## config.mk

```make
export PLATFORM = sky130hd
export DESIGN_NAME = matrix_read_scheduler
export DESIGN_NICKNAME = d
export VERILOG_FILES = /design/src/rtl/matrix_read_scheduler.sv
export SDC_FILE = /design/constraint.sdc
export NUM_CORES = 1
export LEC_CHECK = 0
export ABC_AREA = 1
export CAP_MARGIN = 10
export CORE_ASPECT_RATIO = 1.2
export CORE_UTILIZATION = 35
export CTS_CLUSTER_SIZE = 8
export DETAILED_ROUTE_END_ITERATION = 10
export GPL_ROUTABILITY_DRIVEN = 0
export HOLD_SLACK_MARGIN = 0.06
export PLACE_DENSITY = 0.69
export SLEW_MARGIN = 25
export SYNTH_ARGS = -nofsm -noshare
export SYNTH_HDL_FRONTEND = slang
export SYNTH_SLANG_ARGS = --single-unit
export TNS_END_PERCENT = 10
```

## constraint.sdc

```tcl
create_clock -name clk -period 3.25 [get_ports clk]
set_clock_uncertainty 0.15 [all_clocks]
set_input_delay 0.65 -clock clk [delete_from_list [all_inputs] [get_ports clk]]
set_output_delay 0.65 -clock clk [all_outputs]
set_load 0.05 [all_outputs]
```

## src/rtl/matrix_read_scheduler.sv

```systemverilog
// Round-robin burst read scheduler: two requesters, one row-by-row read stream.
// Optional abort input is compiled in with MATRIX_READ_SCHEDULER_ABORT_EN.
module matrix_read_scheduler #(
  parameter int layer_index_size = 32,
  parameter int row_index_size   = 32
) (
  input  logic                        clk,
  input  logic                        rst_n,
`ifdef MATRIX_READ_SCHEDULER_ABORT_EN
  input  logic                        abort,
`endif
  input  logic                        req_a_valid,
  input  logic [layer_index_size-1:0] req_a_layer,
  input  logic [row_index_size-1:0]   req_a_row_count,
  output logic                        req_a_ready,
  input  logic                        req_b_valid,
  input  logic [layer_index_size-1:0] req_b_layer,
  input  logic [row_index_size-1:0]   req_b_row_count,
  output logic                        req_b_ready,
  output logic                        rd_valid,
  input  logic                        rd_ready,
  output logic [layer_index_size-1:0] read_layer_index,
  output logic [row_index_size-1:0]   read_row_index,
  output logic                        rd_owner,
  output logic                        rd_last,
  output logic                        busy,
  output logic                        done_a,
  output logic                        done_b
);

  localparam logic [0:0] IDLE  = 1'b0;
  localparam logic [0:0] ISSUE = 1'b1;

  localparam logic [row_index_size-1:0]   ROW_ZERO   = {row_index_size{1'b0}};
  localparam logic [row_index_size-1:0]   ROW_ONE    = {{(row_index_size-1){1'b0}}, 1'b1};
  localparam logic [layer_index_size-1:0] LAYER_ZERO = {layer_index_size{1'b0}};

  logic [0:0]                  r_state;
  logic                        r_last_grant;
  logic [layer_index_size-1:0] r_layer;
  logic [row_index_size-1:0]   r_row;
  logic [row_index_size-1:0]   r_count;
  logic                        r_owner;
  logic                        r_done_a;
  logic                        r_done_b;

  logic                        w_idle;
  logic                        w_issue;
  logic                        w_grant_a;
  logic                        w_grant_b;
  logic                        w_accept;
  logic                        w_sel_b;
  logic [layer_index_size-1:0] w_sel_layer;
  logic [row_index_size-1:0]   w_sel_count;
  logic                        w_sel_zero;
  logic                        w_is_last;
  logic                        w_hs;
  logic                        w_abort;
  logic                        w_burst_end;
  logic [0:0]                  w_state_nxt;

  assign w_idle  = (r_state == IDLE);
  assign w_issue = (r_state == ISSUE);

  // last_grant = 1 means B was served last, so A wins a tie
  assign w_grant_a = req_a_valid & (~req_b_valid | r_last_grant);
  assign w_grant_b = req_b_valid & (~req_a_valid | ~r_last_grant);

  assign req_a_ready = w_idle & w_grant_a;
  assign req_b_ready = w_idle & w_grant_b;

  assign w_accept    = req_a_ready | req_b_ready;
  assign w_sel_b     = req_b_ready;
  assign w_sel_layer = w_sel_b ? req_b_layer : req_a_layer;
  assign w_sel_count = w_sel_b ? req_b_row_count : req_a_row_count;
  assign w_sel_zero  = (w_sel_count == ROW_ZERO);

  // r_count is never zero in ISSUE, so count-1 cannot underflow and row never wraps
  assign w_is_last = (r_row == (r_count - ROW_ONE));
  assign w_hs      = w_issue & rd_ready;

`ifdef MATRIX_READ_SCHEDULER_ABORT_EN
  assign w_abort = w_issue & abort;
`else
  assign w_abort = 1'b0;
`endif

  assign w_burst_end = (w_hs & w_is_last) | w_abort;

  // Next-state decode for the two-state controller
  always_comb begin
    w_state_nxt = r_state;
    case (r_state)
      IDLE: begin
        if (w_accept && !w_sel_zero) begin
          w_state_nxt = ISSUE;
        end else begin
          w_state_nxt = IDLE;
        end
      end
      ISSUE: begin
        if (w_burst_end) begin
          w_state_nxt = IDLE;
        end else begin
          w_state_nxt = ISSUE;
        end
      end
      default: w_state_nxt = IDLE;
    endcase
  end

  // State, burst context, row counter and done pulses
  always_ff @(posedge clk or negedge rst_n) begin
    if (!rst_n) begin
      r_state      <= IDLE;
      r_last_grant <= 1'b1;
      r_layer      <= LAYER_ZERO;
      r_row        <= ROW_ZERO;
      r_count      <= ROW_ZERO;
      r_owner      <= 1'b0;
      r_done_a     <= 1'b0;
      r_done_b     <= 1'b0;
    end else begin
      r_state  <= w_state_nxt;
      r_done_a <= 1'b0;
      r_done_b <= 1'b0;
      if (w_accept) begin
        r_last_grant <= w_sel_b;
        if (w_sel_zero) begin
          // empty burst completes immediately; read outputs keep their old values
          r_done_a <= ~w_sel_b;
          r_done_b <= w_sel_b;
        end else begin
          r_layer <= w_sel_layer;
          r_count <= w_sel_count;
          r_owner <= w_sel_b;
          r_row   <= ROW_ZERO;
        end
      end else if (w_burst_end) begin
        // row index is left on the final row so it holds through IDLE
        r_done_a <= ~r_owner;
        r_done_b <= r_owner;
      end else if (w_hs) begin
        r_row <= r_row + ROW_ONE;
      end
    end
  end

  assign rd_valid         = w_issue;
  assign busy             = w_issue;
  assign rd_last          = w_issue & w_is_last;
  assign read_layer_index = r_layer;
  assign read_row_index   = r_row;
  assign rd_owner         = r_owner;
  assign done_a           = r_done_a;
  assign done_b           = r_done_b;

endmodule
```

### After elaboration in Yosys (flattened, before gate mapping)

Index checks and enable logic that the tools add are counted.
W data, S select, Z words.

* register bits after elaboration: 101
* output and inout port bits: 72
* logic and storage cells: 51

* add/subtract/negate cells: 2
* equality and inequality tests: 3
* multiplexer cells: 15
* bitwise operators: 17
* reduce and logical (&&, ||, !) cells: 6

Operators by type and width (number)
* $mux W32: 6
* $add A32 B1 Y32 const B: 1
* $eq A32 B32 Y1: 1
* $logic_not A32 Y1: 1
* $sub A32 B1 Y32 const B: 1
* $mux W1: 8
* $and A1 B1 Y1: 7
* $not A1 Y1: 7
* $ne A2 B2 Y1 const B: 2
* $or A1 B1 Y1: 3
* $reduce_and A3 Y1: 1
* $pmux W1 S2: 1
* $reduce_and A2 Y1: 1
* $reduce_bool A2 Y1: 1
* $logic_and A1 B1 Y1: 1
* $logic_not A1 Y1: 1

### Longest topological paths before layout

Gate-level depths: netlist of run 1.

* depth in word-level cells: 10
* mapped depth: 21
* depth with buffers taken out: 20

### Least setup slack after synthesis of run 1

No wires, ideal clock.

* path type: flip-flop to output port
* start: register r_row[3] (netlist: read_row_index[3])
* end: output port rd_last
* arrival time: 2.429 ns
* required time: 2.450 ns
* slack: 0.021 ns
* stages on the path, launching flop included: 15
* buffers on the path: 0
* path through: dfrtp_1 inv_1 nand2_1 nand2_1 nand2_1 nand3_1 nor2_1 nand2_1 nor2_1 nand2_1 nor2_1 nand3_1 nor2_2 inv_2 nor2_1

* longest elaborated chain between the ends: 2

Ends and longest elaborated chain
* start: declaration: line 41 `logic [row_index_size-1:0] r_row;`
* start signal: assignment: line 144 `r_row <= r_row + ROW_ONE;`
* $eq A32 B32 Y1: line 79 `assign w_is_last = (r_row == (r_count - ROW_ONE));`
* $and A1 B1 Y1: line 151 `assign rd_last = w_issue & w_is_last;`
* end: declaration: line 25 `output logic rd_last,`

No other way between the ends.

### Worst setup path in the final report of run 1

* start: register r_count[1]
* end: output port rd_last

* longest elaborated chain between the ends: 3

Ends and longest elaborated chain
* start: declaration: line 42 `logic [row_index_size-1:0] r_count;`
* start signal: assignment: line 135 `r_count <= w_sel_count;`
* $sub A32 B1 Y32: line 79
* $eq A32 B32 Y1: line 79
* $and A1 B1 Y1: line 151

No other way between the ends.

==> flow_metrics.tcl, run 1 <==
set metrics [dict create \
    cap_viol_max_count 0 \
    arrival_ns 2.68 \
    hp-class "in -> async" \
    crit_chain "buf_4 > nor2_4 > nand2_2 > nor2_4 > buf_12 > nand2_4 > nor2_4 > xor2_1 > nand3_1 > nor2_2 > nand3_2 > nor2_4 > inv_2 > nor2_1 > buf_4 > buf_12" \
    yosysWarnings 0 \
    drt-total-wl_mm 22.3 \
    cts_root_buf "clkbuf_16" \
    multi_input_area_um2 4140 \
    wl_per_cell_um 13.9 \
    seq_area_frac_synth_pct 35.2 \
    route.detailed.drc 2 \
    power_density_nw_per_um2 812 \
    timing.final.crit_share_pct 107 \
    crit_type "reg -> out" \
    syn_area_per_cell_um2 6.49 \
    hold_viol 0 \
    postRouteAntennaNets 0 \
    cp_top_family "simple AND/OR/NAND/NOR gates" \
    cts.path.max_buffers 2 \
    fmax_mhz 288 \
    r2r_start "r_count[1]" \
    start_util_pct 35.6 \
    crit_fanout 6 \
    syn_inst 1109 \
    ir_drop_v 0.000538 \
    die_height_um 159 \
    r2r_setup_slack_ns 0.24 \
    io_pins 205 \
    syn_nets 1244 \
    slowest_delay_ns 0.39 \
    grt_usage_pct 21.7 \
    grt_max_degree 42 \
    die-area_um2 21100 \
    slowest_stage "dfrtp_1" \
    dr.pass1.iters 8 \
    cp.required_ns 2.45 \
    syn_area_um2 7190 \
    dpl_worst_slack_ns -0.0258 \
    regArea_um2 2530 \
    final_cell_count_no_fill 1604 \
    yosysUniqueCellTypes 42 \
    insertion_delay_ns 0.36 \
    synth_top_area_share_pct 34.8 \
    clock_sinks 101 \
    dp_hpwl_mm 17.8 \
    diodes 0 \
    tightest_slew_ns 0.547 \
    fillers 1991 \
    setup_violations 1 \
    io_buffers 204 \
    via_count 7600 \
    post-place-cells 1579 \
    rr_worst_depth 18 \
    relSlewSlack_pct 63.5 \
    avgViaCountPerCell 4.74 \
    cp.buffers_inverters 5 \
    worst_setup_path_start_kind "flip-flop" \
    layout.nets 1469 \
    tritoncts "yes" \
    rsz0062_at_grt "true" \
    worstReg2RegEnd "read_row_index[26]" \
    drt_iter0_markers 430 \
    status "finished, violations left" \
    syn2layout_area_growth_pct 42.5 \
    netlist_top_cells_area "dfrtp_1 35%, nand2_1 28%, nor2_1 5.9%, xor2_1 4.6%, nand3_1 3.8%" \
    grt_pass1_wl_mm 36.6 \
    core_um2 20200 \
    grt_overflow 0 \
    report.final.slew_viol_count 0 \
    period_minus_slack_ns 3.48 \
    hold_buffers 0 \
    antenna_found_initial 0 \
    crit_top_cell "nor2_4" \
    cp-end-kind "output pin" \
    die_w_um 133 \
    cellLeakagePower_nw 4.93 \
    grt_pass1_vias 7376 \
    h-tree-depth 3 \
    drive_gt1_share_pct 10.3 \
    yosys.area.top_type "dfrtp_1" \
    layout_setup_ws_ns -0.228 \
    clkTransAtPathRegs_ns 0.08 \
    violations "design-rule violations, negative setup slack" \
    row_count 57 \
    synth_seq_cells 101 \
    cts_made_buffers 9 \
    setup_tns_ns -0.228 \
]
per-stage QoR:
stage                     area, um^2  power (mW)  hold slack (ns)  util [%]
after CTS                      10200        8.30            0.140      50.4
after floorplan                 7190        5.36            0.204         -
after global placement          9710        6.80            0.310      48.1
final                          10200        8.32            0.129      50.8
after detailed placement        9710        6.85            0.315      48.1
after global routing           10200        8.91            0.170      50.8
metal layers:
layer	part of all wire (%)	GRT usage [%]	vias to the layer above
li1	-	-	3890
met1	40	25.0	3404
met2	49	37.4	265
met3	7.7	5.86	41
met4	3.0	9.67	0
met5	0	0	-
where the power goes:
group / switching (mW) / total [mW] / internal [mW] / leakage (nW)
sequential: 0.646 / 2.44 / 1.80 / 1.25
clock: 0.514 / 1.28 / 0.765 / 0.173
combinational: 2.88 / 4.60 / 1.72 / 3.51
total: 4.04 / 8.32 / 4.29 / 4.93
state kept, by name, indices dropped and copies added (netlist names):
name,cells
r_last_grant,1
done_a,1
rd_owner,1
busy,1
done_b,1
read_row_index,32
read_layer_index,32
r_count,32
Yosys cell counts, drive strengths merged:
library cell / n
clkbuf: 9
nor2: 126
xor2: 38
mux2i: 4
inv: 70
nor3: 19
nand4: 21
nand3b: 3
o21ai: 35
nand3: 64
nor4: 8
nor3b: 1
and3: 1
xnor2: 16
a21oi: 3
dfstp: 1
a211oi: 1
dfrtp: 100
buf: 43
o21bai: 1
ha: 2
and2: 2
or2: 5
or4: 1
nand2: 535
timing repair:
item	in CTS	in global routing
pin swaps	10	12
gates resized for setup	18	9
gates cloned	0	1
buffers inserted	6	2
endpoints found under the setup margin	1	1
layout make-up:
type                    count  share of cell area (%)
multi-input cells         886                    40.4
clock buffers               9                    2.20
clock inverters             7                    1.25
flip-flops and latches    101                    24.7
repair buffers            266                    25.6
inverters                  70                    2.56
well taps                 265                    3.24
how the worst max path moves through the flow:
| stage | startpoint | endpoint | depth (start not counted) |
|---|---|---|---|
| 6_report | r_count[1] | rd_last | 16 |
| 5_1_grt | r_count[1] | rd_last | 17 |
| 4_1_cts | r_count[2] | rd_last | 15 |
| 3_5_place_dp | req_a_valid | r_count[18] | 16 |
| 3_3_place_gp | req_b_valid | r_count[11] | 15 |
| 2_1_floorplan | read_row_index[3] | rd_last | 14 |
cell usage in the layout (no fill, tap or decap), drive strengths merged:
| cell | count |
|---|---|
| nand2 | 535 |
| clkdlybuf4s50 | 200 |
| nor2 | 126 |
| dfrtp | 100 |
| inv | 73 |
| buf | 65 |
| nand3 | 64 |
| xor2 | 38 |
| o21ai | 35 |
| nand4 | 21 |
| nor3 | 19 |
| xnor2 | 16 |
| clkbuf | 10 |
| nor4 | 8 |
| or2 | 5 |
| mux2i | 4 |
| nand3b | 3 |
| a21oi | 3 |
| bufinv | 3 |
| and2 | 2 |
| ha | 2 |
| o21bai | 1 |
| and3 | 1 |
| nor3b | 1 |
| or4 | 1 |
| a211oi | 1 |
| clkinv | 1 |
| dfstp | 1 |
cells by family (layout without fill, tap and decap cells):
family                     Yosys count  count (layout)  synth area share [%]
and+or+nand+nor                    786             786                  45.9
buffers and inverters              122             352                  8.58
DFF                                101             101                  35.2
xor gates and xnor gates            54              54                  6.58
AOI/OAI and AO/OA                   40              40                  2.90
muxes                                4               4                 0.557
adders and majority gates            2               2                 0.348
Note: power is estimated with default switching activity, not from simulation.
==> run 2: changes to the inputs <==
- CORE_MARGIN: default -> 2
==> run 2 against run 1 <==
The run ends with negative setup slack left; register-to-register slack gained 0.07 ns; non-clock buffer count fell by 7; total power fell by 2.6%; largest cell class unchanged.
==> flow_metrics.tcl, run 2 (synthesis results as in run 1) <==
set metrics [dict create \
    switching_share_pct 50.2 \
    rsz0062_at_grt "true" \
    core_um2 20200 \
    multi_input_area_um2 4160 \
    via_count 7582 \
    violations "negative setup slack" \
    cts_root_buf "clkbuf_16" \
    power.internal_mw 4.03 \
    wl_per_cell_um 14.2 \
    io_pins 205 \
    fin_total_pwr_mw 8.10 \
    crit_type "reg -> out" \
    drt-total-wl_mm 22.7 \
    timing.final.crit_share_pct 104 \
    regArea_um2 2540 \
    fmax_mhz 296 \
    grt_max_degree 49 \
    io_buffers 204 \
    crit_fanout 5 \
    cp.required_ns 2.45 \
    clkTransAtPathRegs_ns 0.07 \
    h-tree-depth 3 \
    cellLeakagePower_nw 4.87 \
    fillers 2011 \
    die_height_um 161 \
    final_common_cell "nand2_1" \
    cts_made_buffers 9 \
    cts.path.max_buffers 2 \
    dr.pass1.iters 4 \
    pwr-share-comb_pct 56.1 \
    insertion_delay_ns 0.37 \
    setup_violations 1 \
    layout_setup_ws_ns -0.133 \
    final_core_util_pct 50.3 \
    period_minus_slack_ns 3.38 \
    diodes 0 \
    die_w_um 135 \
    clock_sinks 101 \
    layout.nets 1462 \
    drt_iter0_markers 419 \
    relSlewSlack_pct 58.1 \
    grt_pass1_vias 7534 \
    row_count 57 \
    report.final.slew_viol_count 0 \
    hold_slack_ns 0.142 \
    tightest_slew_ns 0.628 \
    hold_viol 0 \
    clock_power_share_pct 13.3 \
    route.detailed.drc 0 \
    cp-startpoint "r_count[1]" \
    hp-class "in -> async" \
    seqPwrFrac_pct 30.7 \
    grt_overflow 0 \
    cp-end-kind "output pin" \
    drive_gt1_share_pct 10.7 \
    cap_viol_max_count 0 \
    r2r_setup_slack_ns 0.31 \
    p_switching_mw 4.07 \
    dp_hpwl_mm 18.0 \
    postRouteAntennaNets 0 \
    antenna_found_initial 0 \
    r2r_start "r_count[1]" \
    grt_usage_pct 21.6 \
    arrival_ns 2.58 \
    syn2layout_area_growth_pct 41.2 \
    grt_pass1_wl_mm 37.2 \
    power_density_nw_per_um2 798 \
    worst_setup_path_start_kind "flip-flop" \
    status "finished, violations left" \
    die-area_um2 21700 \
    final_cell_mix "528 x nand2_1, 200 x clkdlybuf4s50_1, 101 x nor2_1, 93 x dfrtp_1, 63 x inv_1" \
    tritoncts "yes" \
    ir_drop_v 0.000513 \
    start_util_pct 35.6 \
    avgViaCountPerCell 4.75 \
]
## run 2: cell count changes in the layout (fill, tap and decap cells not counted), moves of 5 or more
cell	change
buf_4	-8
nor2_2	+8
dfrtp_2	+5
dfrtp_1	-5
nor2_1	-7
## run 2: critical path, stage by stage, from the launching register on
cell     delay [ns]
dfrtp_1        0.41
inv_2          0.10
ha_4           0.19
nand3_4        0.15
nor2_4         0.16
nand2_1        0.06
nand2_1        0.09
nand3_2        0.11
nor2_1         0.10
nand2_1        0.07
nor2_2         0.12
nand3_2        0.10
nor2_4         0.16
inv_2          0.05
nor2_1         0.09
buf_4          0.14
buf_12         0.13
## run 2: layout make-up
cell class	count	area share (%)
Multi-Input combinational cell	886	41.0
Timing Repair Buffer	259	25.4
Sequential cell	101	25.0
Tap cell	265	3.26
Inverter	70	2.59
Clock buffer	9	2.22
Clock inverter	7	0.567
## run 2: stage by stage
stage | setup WS, ns | cells | TNS [ns] | cell area (um^2)
finish | -0.133 | 1597 | -0.133 | 10200
global route | -0.212 | 1597 | -0.212 | 10200
CTS | -0.116 | 1594 | -0.116 | 10100
detailed placement | -0.111 | 1573 | -5.27 | 9690
global placement | -0.0738 | 1573 | -3.04 | 9690
floorplan | 0.0206 | 1109 | 0 | 7190
## run 2: final timing paths
kind	endpoint	cells past startpoint
min in group clk	r_last_grant	2
setup reg to reg	read_row_index[30]	18
hold reg to reg	r_last_grant	2
max in group asynchronous	r_count[13]	2
hold / removal	read_row_index[6]	1
setup / recovery	rd_last	16
## run 2: routing by layer
layer | global-route usage (%) | vias up | routed length (um)
met4 | 9.04 | 0 | 622
li1 | - | 3875 | -
met5 | 0 | - | 0
met3 | 5.43 | 43 | 1600
met2 | 37.2 | 252 | 11200
met1 | 25.4 | 3412 | 9280
## run 2: repair_timing
action | in CTS | in global routing
gates cloned | 0 | 0
hold buffers | 0 | 0
setup endpoints to repair | 1 | 1
pin swaps | 12 | 5
buffers inserted | 5 | 3
gates resized for setup | 23 | 14
## run 2: power by group through the flow
stage	Sequential (mW)	Clock, mW	Combinational [mW]
finish	2.49	1.07	4.54
global route	2.57	1.14	4.97
CTS	2.47	1.10	4.52
detailed placement	2.46	0	4.40
global placement	2.45	0	4.36
floorplan	3.41	0	1.95
==> edit, RTL diff (settings of run 1) <==
`row_index_size`: 32 -> 16.
--- a/src/rtl/matrix_read_scheduler.sv
+++ b/src/rtl/matrix_read_scheduler.sv
@@ -4,3 +4,3 @@
   parameter int layer_index_size = 32,
-  parameter int row_index_size   = 32
+  parameter int row_index_size   = 16
 ) (
Interface: changed (resized read_row_index, req_a_row_count and req_b_row_count); port bits go from 205 to 157. No check against the original RTL was run, so the function may have changed too.
==> edit against run 1 <==
  * Sequential cell count is 32 lower
  * Sequential share of layout area is 2.7 points higher
  * Final area is 39% lower
  * Worst hold slack better by 190 ps
  * Synthesized area is 41% lower
  * Wire length is 46% lower
  * Worst setup slack better by 440 ps
  * Clock power is 18% lower
  * Total power is 65% lower
==> edit: results <==
# TYPE chip_impl_metric gauge
chip_impl_metric{name="drtPass1Iterations",unit=""} 4
chip_impl_info{name="worstHoldPathType",value="reg2reg"} 1
chip_impl_metric{name="final_nets",unit=""} 805
chip_impl_metric{name="via_count",unit=""} 4167
chip_impl_metric{name="numPlacedInstances",unit=""} 847
chip_impl_metric{name="synth-adder-area-share",unit="%"} 0.588
chip_impl_info{name="synth_top_cells_by_area",value="dfrtp_1 (40%), nand2_1 (16%), mux2i_1 (9.4%)"} 1
chip_impl_metric{name="synth_compound_gate_area_share",unit="%"} 6.06
chip_impl_metric{name="clk_pin_slew",unit="ps"} 60
chip_impl_info{name="netlist_top_cells_count",value="nand2_1 (179), dfrtp_1 (68), nor2_1 (48)"} 1
chip_impl_info{name="run_status",value="finished, final reports clean"} 1
chip_impl_metric{name="finalWirelength",unit="mm"} 12.0
chip_impl_metric{name="power.static_leakage",unit="nW"} 3.15
chip_impl_metric{name="final.fill_count",unit=""} 1155
chip_impl_metric{name="layout-drive-gt1-share",unit="%"} 6.93
chip_impl_metric{name="grt_util_all_layers",unit="%"} 20.5
chip_impl_metric{name="syn-instance-count",unit=""} 552
chip_impl_metric{name="grt_first_pass_wirelength",unit="mm"} 19.9
chip_impl_metric{name="worst-endpoint-arrival",unit="ps"} 2240
chip_impl_metric{name="timing.critical_path.fanout_max",unit=""} 5
chip_impl_metric{name="clkLatencyLatePin",unit="ps"} 330
chip_impl_metric{name="syn_nets",unit=""} 655
chip_impl_metric{name="io_buffers",unit=""} 156
chip_impl_metric{name="netlist-cell-type-count",unit=""} 37
chip_impl_metric{name="yosysSeqAreaShare",unit="%"} 40.6
chip_impl_info{name="crit_path_start",value="r_count[0]"} 1
chip_impl_metric{name="first_global_vias",unit=""} 4308
[edit: final timing paths]
check,end,slack [ps],depth (start not counted)
min,r_last_grant,320,2
max,rd_last,210,13
max reg2reg,read_row_index[13],640,16
min in group asynchronous,read_layer_index[18],600,2
max in group asynchronous,busy,1740,3
min reg2reg,r_last_grant,320,2
[edit: worst max-delay path, stage by stage (launching register included)]
cell	delay [ps]
dfrtp_1	400
inv_1	100
ha_2	230
nand2_2	130
nor2_2	200
nand3b_1	100
nand2_1	70
nand2_1	50
inv_1	40
nand2_1	60
nor2_2	150
nand2_2	80
nor2_2	140
buf_12	150
[edit: cell type report]
type                            count  area (sq um)  area share, %
Multi-Input combinational cell    423          2250           35.8
Sequential cell                    69          1730           27.4
Timing Repair Buffer              165          1670           26.5
Clock buffer                        9           225           3.58
Tap cell                          157           196           3.12
Inverter                           34           128           2.03
Clock inverter                      7          97.6           1.55
[edit: kinds of logic after synthesis]
| group | Yosys count |
|---|---|
| adders and majority gates | 2 |
| and+or+nand+nor | 307 |
| DFF | 69 |
| buffers and inverters | 60 |
| AOI/OAI and AO/OA | 51 |
| muxes | 40 |
| xor gates and xnor gates | 23 |
[edit: power by group]
group | leakage [nW] | switching (W) | total [W] | internal [W]
logic | 2.07 | 0.000493 | 0.000857 | 0.000364
registers | 0.920 | 0.000114 | 0.00104 | 0.000928
clock network | 0.152 | 0.000373 | 0.00105 | 0.000673
[edit: timing repair]
item | in CTS | in global routing
resized for setup | 2 | 4
pin swaps | 0 | 1
hold endpoints to repair | 1 | 0
setup endpoints to repair | 1 | 1
hold buffers | 1 | 0
[edit: stage by stage]
| stage | util [%] | cell area (sq um) | worst slack (ps) |
|---|---|---|---|
| 4_1_cts | 53.6 | 6290 | 20.1 |
| 5_1_grt | 53.7 | 6300 | 11.2 |
| 3_3_place_gp | 50.7 | 5950 | 224 |
| 6_report | 53.7 | 6300 | 212 |
| 3_5_place_dp | 50.7 | 5950 | 99.8 |
| 2_1_floorplan | - | 4260 | 201 |
[edit: layer usage]
layer	vias to the layer above	routed length [microns]	global-route usage (%)
met4	0	210	5.98
met2	151	5950	36.6
met5	-	0	0
met1	1907	4850	22.9
li1	2089	-	-
met3	20	975	6.78
